--- config.mk ---
export PLATFORM = sky130hd
export DESIGN_NAME = serial_alu_sequencer_flat
export DESIGN_NICKNAME = d
export VERILOG_FILES = /design/src/rtl/serial_alu_sequencer_if.sv /design/src/rtl/serial_alu_sequencer.sv /design/src/flat_wrapper.sv
export SDC_FILE = /design/constraint.sdc
export NUM_CORES = 1
export LEC_CHECK = 0
export CAP_MARGIN = 15
export CORE_UTILIZATION = 43
export DETAILED_ROUTE_END_ITERATION = 16
export GPL_ROUTABILITY_DRIVEN = 0
export GPL_TIMING_DRIVEN = 0
export PLACE_DENSITY = 0.74
export SETUP_SLACK_MARGIN = 0.4
export SLEW_MARGIN = 30
export SYNTH_ARGS = -nofsm -noshare
export SYNTH_HDL_FRONTEND = slang
export SYNTH_SLANG_ARGS = --single-unit
--- constraint.sdc ---
create_clock -name CLK -period 1.4 [get_ports CLK]
set_input_delay 0.21 -clock CLK [delete_from_list [all_inputs] [get_ports CLK]]
set_output_delay 0.21 -clock CLK [all_outputs]
set_load 0.01 [all_outputs]
--- src/rtl/serial_alu_sequencer_if.sv ---
// Request/status bus plus the bit-serial link to the external 1-bit ALU slice.
interface serial_alu_sequencer_if #(
    parameter int WIDTH = 8
);
    logic             Start;
    logic [2:0]       Mode;
    logic [WIDTH-1:0] A;
    logic [WIDTH-1:0] B;
    logic             C_in;
    logic [2:0]       ALU_Mode;
    logic             ALU_A;
    logic             ALU_B;
    logic             ALU_C_in;
    logic             ALU_X;
    logic             ALU_C_out;
    logic             Busy;
    logic             Done;
    logic [WIDTH-1:0] Result;
    logic             Carry;
    logic             Zero;
    logic             Err;

    modport slave (
        input  Start, Mode, A, B, C_in, ALU_X, ALU_C_out,
        output ALU_Mode, ALU_A, ALU_B, ALU_C_in, Busy, Done, Result, Carry, Zero, Err
    );

    modport master (
        output Start, Mode, A, B, C_in, ALU_X, ALU_C_out,
        input  ALU_Mode, ALU_A, ALU_B, ALU_C_in, Busy, Done, Result, Carry, Zero, Err
    );
endinterface

--- src/rtl/serial_alu_sequencer.sv ---
// Sequences a WIDTH-bit operation LSB-first through an external 1-bit ALU slice.
module serial_alu_sequencer #(
    parameter int WIDTH = 8
) (
    input  logic CLK,
    input  logic RST,
    serial_alu_sequencer_if.slave bus
);
    localparam int IW = $clog2(WIDTH);
    localparam logic [IW-1:0] LAST = IW'(WIDTH - 1);

    localparam logic [1:0] S_IDLE = 2'd0;
    localparam logic [1:0] S_RUN  = 2'd1;
    localparam logic [1:0] S_DONE = 2'd2;

    localparam logic [2:0] OP_ADD  = 3'd0;
    localparam logic [2:0] OP_XNOR = 3'd4;

    logic [1:0]       state;
    logic [IW-1:0]    idx;
    logic [WIDTH-1:0] a_q;
    logic [WIDTH-1:0] b_q;
    logic [2:0]       mode_q;
    logic             carry_q;
    logic [WIDTH-1:0] sr;
    logic [WIDTH-1:0] result_q;
    logic             carry_flag;
    logic             zero_flag;
    logic             err_flag;

    logic             is_add;
    logic             illegal;
    logic [WIDTH-1:0] next_sr;

    always_comb begin
        is_add  = (mode_q == OP_ADD);
        illegal = (mode_q > OP_XNOR);
        next_sr = {bus.ALU_X, sr[WIDTH-1:1]};
    end

    always_ff @(posedge CLK) begin
        if (RST) begin
            state      <= S_IDLE;
            idx        <= '0;
            a_q        <= '0;
            b_q        <= '0;
            mode_q     <= '0;
            carry_q    <= 1'b0;
            sr         <= '0;
            result_q   <= '0;
            carry_flag <= 1'b0;
            zero_flag  <= 1'b0;
            err_flag   <= 1'b0;
        end else begin
            case (state)
                S_IDLE: begin
                    if (bus.Start) begin
                        a_q     <= bus.A;
                        b_q     <= bus.B;
                        mode_q  <= bus.Mode;
                        carry_q <= (bus.Mode == OP_ADD) ? bus.C_in : 1'b0;
                        idx     <= '0;
                        sr      <= '0;
                        state   <= S_RUN;
                    end
                end
                S_RUN: begin
                    sr      <= next_sr;
                    carry_q <= is_add ? bus.ALU_C_out : 1'b0;
                    if (idx == LAST) begin
                        // Flags are captured from the final slice output in the same edge.
                        state      <= S_DONE;
                        result_q   <= illegal ? '0 : next_sr;
                        carry_flag <= is_add ? bus.ALU_C_out : 1'b0;
                        zero_flag  <= illegal ? 1'b1 : (next_sr == '0);
                        err_flag   <= illegal;
                    end else begin
                        idx <= idx + 1'b1;
                    end
                end
                S_DONE: state <= S_IDLE;
                default: state <= S_IDLE;
            endcase
        end
    end

    always_comb begin
        bus.ALU_Mode = mode_q;
        bus.ALU_A    = (state == S_RUN) ? a_q[idx] : 1'b0;
        bus.ALU_B    = (state == S_RUN) ? b_q[idx] : 1'b0;
        bus.ALU_C_in = (state == S_RUN && is_add) ? carry_q : 1'b0;
        bus.Busy     = (state == S_RUN);
        bus.Done     = (state == S_DONE);
        bus.Result   = result_q;
        bus.Carry    = carry_flag;
        bus.Zero     = zero_flag;
        bus.Err      = err_flag;
    end
endmodule

--- src/flat_wrapper.sv ---
// flat-port wrapper written by rule: the top's interface ports become plain ports
module serial_alu_sequencer_flat 
#(
    parameter int WIDTH = 8
)
  (CLK, RST, bus_Start, bus_Mode, bus_A, bus_B, bus_C_in, bus_ALU_X, bus_ALU_C_out, bus_ALU_Mode, bus_ALU_A, bus_ALU_B, bus_ALU_C_in, bus_Busy, bus_Done, bus_Result, bus_Carry, bus_Zero, bus_Err);
  serial_alu_sequencer_if #(.WIDTH(WIDTH)) bus_i ();
  input  logic CLK;
  input  logic RST;
  input wire logic [$bits(bus_i.Start)-1:0] bus_Start;
  input wire logic [$bits(bus_i.Mode)-1:0] bus_Mode;
  input wire logic [$bits(bus_i.A)-1:0] bus_A;
  input wire logic [$bits(bus_i.B)-1:0] bus_B;
  input wire logic [$bits(bus_i.C_in)-1:0] bus_C_in;
  input wire logic [$bits(bus_i.ALU_X)-1:0] bus_ALU_X;
  input wire logic [$bits(bus_i.ALU_C_out)-1:0] bus_ALU_C_out;
  output wire logic [$bits(bus_i.ALU_Mode)-1:0] bus_ALU_Mode;
  output wire logic [$bits(bus_i.ALU_A)-1:0] bus_ALU_A;
  output wire logic [$bits(bus_i.ALU_B)-1:0] bus_ALU_B;
  output wire logic [$bits(bus_i.ALU_C_in)-1:0] bus_ALU_C_in;
  output wire logic [$bits(bus_i.Busy)-1:0] bus_Busy;
  output wire logic [$bits(bus_i.Done)-1:0] bus_Done;
  output wire logic [$bits(bus_i.Result)-1:0] bus_Result;
  output wire logic [$bits(bus_i.Carry)-1:0] bus_Carry;
  output wire logic [$bits(bus_i.Zero)-1:0] bus_Zero;
  output wire logic [$bits(bus_i.Err)-1:0] bus_Err;
  assign bus_i.Start = bus_Start;
  assign bus_i.Mode = bus_Mode;
  assign bus_i.A = bus_A;
  assign bus_i.B = bus_B;
  assign bus_i.C_in = bus_C_in;
  assign bus_i.ALU_X = bus_ALU_X;
  assign bus_i.ALU_C_out = bus_ALU_C_out;
  assign bus_ALU_Mode = bus_i.ALU_Mode;
  assign bus_ALU_A = bus_i.ALU_A;
  assign bus_ALU_B = bus_i.ALU_B;
  assign bus_ALU_C_in = bus_i.ALU_C_in;
  assign bus_Busy = bus_i.Busy;
  assign bus_Done = bus_i.Done;
  assign bus_Result = bus_i.Result;
  assign bus_Carry = bus_i.Carry;
  assign bus_Zero = bus_i.Zero;
  assign bus_Err = bus_i.Err;
  serial_alu_sequencer #(.WIDTH(WIDTH)) u_core (.CLK(CLK), .RST(RST), .bus(bus_i));
endmodule
==> impl_metrics.sql <==
INSERT INTO impl_metrics (metric_group, metric, value, unit) VALUES
('cells_and_area', 'insertedDiodeCount', '0', ''),
('synthesis', 'synth-compound-area-share', '0.142', ''),
('pwr', 'total_power', '0.00298', 'W'),
('timing', 'timing.final.crit_period', '1840', 'ps'),
('global_route', 'global_route.usage.met3', '0.0414', ''),
('global_route', 'groute.layer.met1.usage', '0.341', ''),
('placed_design', 'buffer_ports.inserted', '42', ''),
('global_route', 'vias_in_the_first_global_route', '1804', ''),
('timing', 'timing.final.crit_share', '1.31', ''),
('cts', 'cts-buffers-inserted', '5', ''),
('hold_path', 'timing.hold.worst.start', 'RST', ''),
('timing', 'skew', '11.8', 'ps'),
('route', 'routed_wl', '5.63', 'mm'),
('synthesis', 'synth.area.mux_share', '0.0691', ''),
('critical_path', 'critical_path_rt', '1190', 'ps'),
('critical_path', 'timing_worst_setup_path_type', 'flop to output pin', ''),
('timing', 'maxSlewViolCount', '0', ''),
('cts', 'holdBufCountCts', '0', ''),
('critical_path', 'startpoint_of_the_most_critical_register_to_register_path', 'u_core.idx[1]$_SDFFE_PP0P_', ''),
('cells_and_area', 'layout.nets', '305', ''),
('timing', 'max_slew.worst_pin.slew', '713', 'ps'),
('global_route', 'grt_max_degree', '14', ''),
('placed_design', 'total_half_perimeter_wirelength_after_legalization_and_detailed_placement', '2.91', 'mm'),
('synthesis', 'synth-seq-area-share', '0.490', ''),
('synthesis', 'ys_async_sr_fraction', '0', ''),
('cts', 'root_buffer', 'sky130_fd_sc_hd__clkbuf_8', ''),
('critical_path', 'reg2reg_setup_slack', '-150', 'ps'),
('placed_design', 'post_dp_area', '2310', 'um^2'),
('timing', 'final_hold_viol_count', '0', ''),
('die', 'design.portCount', '44', ''),
('critical_path', 'timing.critical_path.fanout_max', '5', ''),
('synthesis', 'postSynthRegisterBits', '43', ''),
('die', 'die-width', '65.9', 'um'),
('cells_and_area', 'flow.area_growth_from_synthesis', '72.0', '%'),
('cells_and_area', 'layout.core_utilization', '0.795', ''),
('route', 'post_drt_wl_per_cell', '17.2', 'um'),
('outcome', 'failing_checks', 'negative setup slack', ''),
('cells_and_area', 'layout.cells.most_common_list', '31 x sky130_fd_sc_hd__nand2_1, 24 x sky130_fd_sc_hd__buf_6, 24 x sky130_fd_sc_hd__dfxtp_1', ''),
('synthesis', 'yosys.area.top_type', 'sky130_fd_sc_hd__dfxtp_1', ''),
('synthesis', 'ys_warn_count', '0', ''),
('die', 'core_region_area', '3800', 'um^2'),
('cts', 'cts-htree-levels', '2', ''),
('synthesis', 'synth_cells', '201', ''),
('cts', 'clk_pin_slew_worst_paths', '90', 'ps'),
('pwr', 'p_per_area', '989', 'nW/um^2'),
('timing', 'timing.final.setup_violations', '18', ''),
('critical_path', 'critPathArrivalTime', '1630', 'ps'),
('synthesis', 'synthSimpleGateAreaFrac', '0.238', ''),
('cells_and_area', 'design_area', '3020', 'um^2'),
('timing', 'max-slew-margin-rel', '0.522', ''),
('cells_and_area', 'final-seq-area', '897', 'um^2'),
('critical_path', 'rr_endpoint', 'u_core.idx[1]$_SDFFE_PP0P_', ''),
('synthesis', 'yosys.area_share.xor_xnor', '0', ''),
('synthesis', 'main_combinational_cell_family_by_area_after_synthesis', 'simple AND/OR/NAND/NOR gates', ''),
('die', 'initial_core_util', '0.462', ''),
('global_route', 'top_usage_layer', 'met2', ''),
('global_route', 'track_usage', '0.273', ''),
('timing', 'worst_slack', '-436', 'ps'),
('cts', 'ctsLongestPathBuffers', '2', ''),
('synthesis', 'nets_in_the_synthesized_netlist', '228', ''),
('synthesis', 'post_synth_num_cell_types', '31', ''),
('timing', 'setup_total_negative_slack', '-2360', 'ps'),
('outcome', 'outcome', 'complete, but fails checks', ''),
('global_route', 'globalRouteOverflowTotal', '0', ''),
('synthesis', 'synth.avg_cell_area', '8.73', 'um^2'),
('synthesis', 'synthesis.area', '1760', 'um^2'),
('route', 'detail_route.first_pass.iterations', '4', ''),
('cts', 'clock_insertion_delay_worst_skew', '310', 'ps'),
('cells_and_area', 'multiInputGateArea', '1140', 'um^2'),
('pwr', 'power.static_leakage', '1.19', 'nW'),
('hold_path', 'worstHoldPathCells', '2', '');
==> layer usage <==
layer  share of wire  up-vias
li1                -      856
met2            0.51       61
met1            0.41      910
met4           0.029        0
met5               0        -
met3           0.047       16
==> stage by stage <==
step | instances | setup slack [ps] | hold slack, ps
floorplan | 201 | 42.1 | 346
global placement | 291 | -456 | 442
detailed placement | 291 | -473 | 446
CTS | 318 | -444 | 251
global route | 327 | -498 | 294
finish | 327 | -436 | 277
==> cells by family (layout without fill, tap and decap cells) <==
kind of cell	count (synthesis)	count (layout)
adder cells (fa/ha/maj)	2	2
buffers and inverters	14	92
AO/OA/AOI/OAI	44	44
flip-flops	43	43
multiplexers	6	6
AND/OR/NAND/NOR	92	92
==> final cells by class <==
cell class | count | area share
plain buffers | 13 | 0.0414
clock buffers | 6 | 0.0240
clock inverters | 2 | 0.0199
inverters | 1 | 0.00290
multi-input cells | 144 | 0.379
flip-flops and latches | 43 | 0.297
well taps | 48 | 0.0199
repair buffers | 70 | 0.215
==> timing repair <==
item,in CTS,in global routing
pin swaps,18,18
setup buffers,15,9
gates resized for setup,162,40
endpoints found under the setup margin,62,55
cloned,4,0
==> worst max-delay path, cell delays in order (launching register included) <==
cell and delay [ps]:
sky130_fd_sc_hd__dfxtp_2 360, sky130_fd_sc_hd__buf_8 130, sky130_fd_sc_hd__mux4_2 500, sky130_fd_sc_hd__mux2i_1 140
sky130_fd_sc_hd__nor2_1 60, sky130_fd_sc_hd__buf_2 130
==> registers in the layout, indices dropped and copies added (netlist names) <==
register / flops
u_core.bus.Zero: 1
u_core.bus.ALU_Mode: 3
u_core.carry_q: 1
u_core.bus.Err: 1
u_core.state: 2
u_core.b_q: 8
u_core.a_q: 8
u_core.sr: 7
u_core.idx: 3
u_core.bus.Result: 8
u_core.bus.Carry: 1
==> worst max-delay path by stage <==
stage	start	end	slack, ps	cells past startpoint
global placement	u_core.idx[1]$_SDFFE_PP0P_	bus_ALU_A	-460	5
finish	u_core.idx[1]$_SDFFE_PP0P_	bus_ALU_A	-440	5
global route	u_core.idx[1]$_SDFFE_PP0P_	bus_ALU_B	-500	5
floorplan	u_core.idx[1]$_SDFFE_PP0P_	bus_ALU_A	40	4
detailed placement	u_core.idx[1]$_SDFFE_PP0P_	bus_ALU_A	-470	5
CTS	u_core.idx[1]$_SDFFE_PP0P_	bus_ALU_A	-440	5
==> Yosys cell counts, types with 2 or more instances <==
master                     number
sky130_fd_sc_hd__nand2_1       50
sky130_fd_sc_hd__dfxtp_1       43
sky130_fd_sc_hd__a21oi_1       32
sky130_fd_sc_hd__nand3_1       13
sky130_fd_sc_hd__nor2_1        13
sky130_fd_sc_hd__a22oi_1        8
sky130_fd_sc_hd__clkbuf_1       5
sky130_fd_sc_hd__buf_2          4
sky130_fd_sc_hd__buf_6          3
sky130_fd_sc_hd__mux4_1         3
sky130_fd_sc_hd__ha_1           2
sky130_fd_sc_hd__mux2i_1        2
sky130_fd_sc_hd__nand2b_1       2
sky130_fd_sc_hd__nor2b_1        2
sky130_fd_sc_hd__nor3b_1        2
sky130_fd_sc_hd__nor4_1         2
==> report_power, final <==
group	switching [W]	total [W]	internal (W)	leakage (nW)
Sequential	0.0000449	0.00131	0.00126	0.361
Combinational	0.000235	0.000510	0.000275	0.768
Clock	0.000455	0.00117	0.000713	0.0654
No activity file was read; power rests on OpenSTA's default activity.
==> RTL edit 1 (config.mk and constraints unchanged) <==
`WIDTH` is set to 8 in 3 places; all go to 16.
--- a/src/rtl/serial_alu_sequencer_if.sv
+++ b/src/rtl/serial_alu_sequencer_if.sv
@@ -2,3 +2,3 @@
 interface serial_alu_sequencer_if #(
-    parameter int WIDTH = 8
+    parameter int WIDTH = 16
 );
--- a/src/rtl/serial_alu_sequencer.sv
+++ b/src/rtl/serial_alu_sequencer.sv
@@ -2,3 +2,3 @@
 module serial_alu_sequencer #(
-    parameter int WIDTH = 8
+    parameter int WIDTH = 16
 ) (
--- a/src/flat_wrapper.sv
+++ b/src/flat_wrapper.sv
@@ -3,3 +3,3 @@
 #(
-    parameter int WIDTH = 8
+    parameter int WIDTH = 16
 )
Ports: changed (resized bus_A, bus_B and bus_Result); port bits go from 44 to 68. The function was not compared with the original's and may differ.
==> RTL edit 1 against the original RTL <==
  * The run ends with design-rule violations, negative setup slack left
  * Critical path depth stayed put
  * Final area is 82% higher
  * Clock power is 60% higher
  * Area after synthesis is 70% higher
  * Global-route usage is 0.40 points higher
  * Hold slack better by 0.050 ns
  * Sequential power is 75% higher
  * Sequential share of layout area is 1.2 points lower
  * Power is 69% higher
  * Die area is 68% higher
  * Sequential cell count is 33 higher
  * Utilization is 1.8 points higher
  * Worst setup slack worse by 0.38 ns
  * Routed wire length is 110% higher
==> RTL edit 1: results (changes against the original RTL) <==
number of global-route vias before repair=3138 (+74%); sequential fraction of the synthesis area=50.94% (+1.9 points); GRT Util Overall=27.74% (+0.40 points); DRC violations left=1 (+1); initial DRC count=229 (+59%); met3 WL=814 um (+210%); Synth Area in Compound Gates=18.35% (+4.2 points); IO Port Bufs=66 (+57%); share of cells above drive strength 1=57.20% (+2.4 points); R2R setup slack=-0.37 ns (-0.22 ns); Num CTS Buffers=9 (+4); Min Hold Slack=0.3266 ns (+0.04984 ns); Critical Path Source=u_core.idx[0]$_SDFFE_PP0P_; Post-Synth XOR/XNOR Area=0.2933% (+0.29 points); WL met2=5623 um (+95%); failing checks=design-rule violations, negative setup slack; top post-synthesis cells by area=dfxtp_1 51%, nand2_1 9.8%, a22oi_1 8.0%; Critical Path Max Stage Delay=0.57 ns (+0.07 ns); mux cell area share after synthesis=5.153% (-1.8 points); synthesized-area fraction occupied by adder cells=0.4189% (-1.0 points); Worst-Skew Late Latency=0.37 ns (+0.06 ns); Routed WL per cell=20.32 um (+18%); setup ws final=-0.8171 ns (-0.3809 ns); met3 Use GR=6.323% (+2.2 points); first-pass GRT wire length=15640 um (+78%); capturing point of the worst reg2reg path=u_core.bus.Result[10]$_SDFFE_PP0P_; met2 usage=45.67% (+0.78 points); syn avg cell area=8.657 sq um (-0.88%); sw power=1.358 mW (+85%); n_diodes=0 (unchanged); fin cells=573 (+75%); Sum Neg Setup Slack=-14.96 ns (-12.60 ns); FF-to-FF path depth=8 (+2); Placed Cells=491 (+69%); outcome=finished with violations; Avg Vias per Cell=5.914 (+4.9%); H-tree depth=3 (+1); Distinct cells, synth=37 (+19%); clk_skew=0.01711 ns (+0.005347 ns); DP HPWL=5244 um (+80%); Worst EP arrival=2.01 ns (+0.38 ns); Setup-failing EPs final=80 (+62); worst slack, placed=-0.7076 ns (-0.2346 ns); P_leak=2.147 nW (+80%); Cell Area, Placed=4064 sq um (+76%); VDD IR-drop max=0.0007449 V (+12%); Worst slew margin=48.03% (-4.1 points); top cells by count, synth=78 x nand2_1, 76 x dfxtp_1, 40 x a21oi_1; met1 wire length=4811 um (+110%); nets@finish=530 (+74%)
-- RTL edit 1: timing repair --
item	CTS	global route
pin swaps	54	48
endpoints found under the hold margin	0	0
gates cloned	6	0
setup endpoints to repair	98	103
resized for setup	252	69
buffers inserted	47	13
-- RTL edit 1: layout make-up --
cell class / count / area, sq um
Clock inverter: 6 / 86.33
Tap cell: 80 / 100.1
Timing Repair Buffer: 132 / 1331
Fill cell: 359 / 1265
Inverter: 1 / 11.26
Sequential cell: 76 / 1568
Multi-Input combinational cell: 244 / 1991
Clock buffer: 10 / 127.6
Buffer: 24 / 276.5
-- RTL edit 1: power by group through the flow --
stage,combinational [mW],clock [mW],sequential [mW]
after floorplan,0.306,0,2.32
after global placement,0.506,0,2.33
after detailed placement,0.514,0,2.33
after CTS,0.714,1.84,2.27
after global routing,0.936,1.96,2.29
final,0.898,1.87,2.29
==> RTL edit 2 (same settings) <==
Made on the original files. Reset style: asynchronous (`RST`), changed in one clocked block.
--- a/src/rtl/serial_alu_sequencer.sv
+++ b/src/rtl/serial_alu_sequencer.sv
@@ -40,3 +40,3 @@
 
-    always_ff @(posedge CLK) begin
+    always_ff @(posedge CLK or posedge RST) begin
         if (RST) begin
Formal check against the unedited RTL: differs if RST is asserted again (counterexample within 4 cycles, from zero or initial values and one cycle with RST high); with RST held inactive, the same outputs for 10 cycles.
==> RTL edit 2 against the original RTL <==
  * The flow still finishes with violations (negative setup slack)
  * Area after synthesis grew 8.4%
  * Synthesized cell count shrank 34%
  * Clock skew grew 0.0014 ns
  * Non-clock buffer count grew 13
  * Sequential cell count is the same
  * Register-to-register slack lost 0.05 ns
  * Worst setup slack lost 0.027 ns
  * Routed wire length grew 1.4%
  * Hold slack gained 0.050 ns
  * Final area grew 6.0%
Power is not compared: it rests on default switching activity, and its combinational part moved more than twofold at a synthesized area within 25%.
==> RTL edit 2: results (changes against the original RTL) <==
met1 Use GR=27.77% (-6.4 points); post_cts resized=126 (-22%); initial DRC count=136 (-5.6%); fillers=227 (-5.8%); GRT Util Overall=24.89% (-2.4 points); Setup-failing EPs final=38 (+20); met3 WL=295 um (+12%); number of global-route vias before repair=1601 (-11%); Worst slew margin=66.63% (+14 points); WL met2=3067 um (+6.1%); pin count of the biggest net entering global routing=23 (+9); WL final=5706 um (+1.4%); clk_skew=0.01318 ns (+0.001421 ns); R2R setup slack=-0.20 ns (-0.05 ns); setup ws final=-0.4631 ns (-0.02691 ns); Synth Area in Compound Gates=11.77% (-2.4 points); share of cells above drive strength 1=56.60% (+1.8 points); first-pass GRT wire length=8073 um (-7.9%); via count=1579 (-14%); top post-synthesis cells by area=dfrtp_1 57%, mux2_4 7.9%, a22o_1 6.9%; mux cell area share after synthesis=19.79% (+13 points); synthesized-area fraction occupied by adder cells=1.315% (-0.11 points); top cells by count, synth=43 x dfrtp_1, 15 x a22o_1, 10 x mux2_4; DP HPWL=2780 um (-4.5%); failing checks=negative setup slack; met1 wire length=2156 um (-6.6%); Min Hold Slack=0.3271 ns (+0.05035 ns); Primary FF master, synth=dfrtp_1; FF-to-FF path depth=8 (+2); Worst EP arrival=1.65 ns (+0.02 ns); Distinct cells, synth=32 (+3.2%); nets@finish=261 (-14%); Int Pwr=4.780 mW; outcome=finished with violations; fraction of registers with async set/reset=100.0% (+100 points); syn_nets=159 (-30%); met3 Use GR=5.592% (+1.5 points); Hold Path End=u_core.bus.ALU_Mode[0]$_DFFE_PP0P_; postcts setup bufs=36 (+21); capturing point of the worst reg2reg path=u_core.bus.Result[1]$_DFFE_PP0P_; sequential fraction of the synthesis area=56.54% (+7.5 points)
[RTL edit 2: cell count changes in the layout (fill, tap and decap cells not counted), sizes merged, moves of 13 or more]
cell	change
nand3	-13
dfrtp	+43
buf	+17
a22o	+15
a21oi	-30
dfxtp	-43
mux2	+19
nand2	-44
[RTL edit 2: worst max path at each step]
stage | to | slack [ns] | cells past startpoint
after floorplan | u_core.bus.Result[2]$_DFFE_PP0P_ | -0.01 | 5
after global placement | bus_ALU_B | -0.55 | 5
after detailed placement | bus_ALU_B | -0.55 | 5
after CTS | bus_ALU_A | -0.47 | 5
after global routing | bus_ALU_A | -0.54 | 5
final | bus_ALU_B | -0.46 | 5
[RTL edit 2: stage by stage]
stage / setup TNS (ns) / cells / instance area (sq um) / util [%] / total power [mW]
CTS: -4.265 / 275 / 3033 / 73.70 / 6.656
global route: -7.598 / 285 / 3199 / 77.74 / 7.513
global placement: -8.841 / 225 / 2471 / 60.05 / 4.614
finish: -6.433 / 285 / 3199 / 77.74 / 7.148
floorplan: -0.1733 / 132 / 1978 / - / 3.800
detailed placement: -10.85 / 225 / 2471 / 60.05 / 4.750
[RTL edit 2: final cells by class]
cell class	count	area [sq um]	area share, %
Tap cell	50	62.56	1.955
Inverter	5	25.02	0.7822
Clock inverter	3	43.79	1.369
Multi-Input combinational cell	82	947.2	29.60
Timing Repair inverter	1	7.507	0.2346
Buffer	4	53.80	1.682
Timing Repair Buffer	92	910.9	28.47
Clock buffer	5	68.82	2.151
Sequential cell	43	1080	33.75
[RTL edit 2: critical path: cells and delay by family (launching register included)]
kind,cells,cell delay (ns)
simple gates,1,0.05
buf+inv,2,0.28
mux,2,0.65
flops,1,0.37
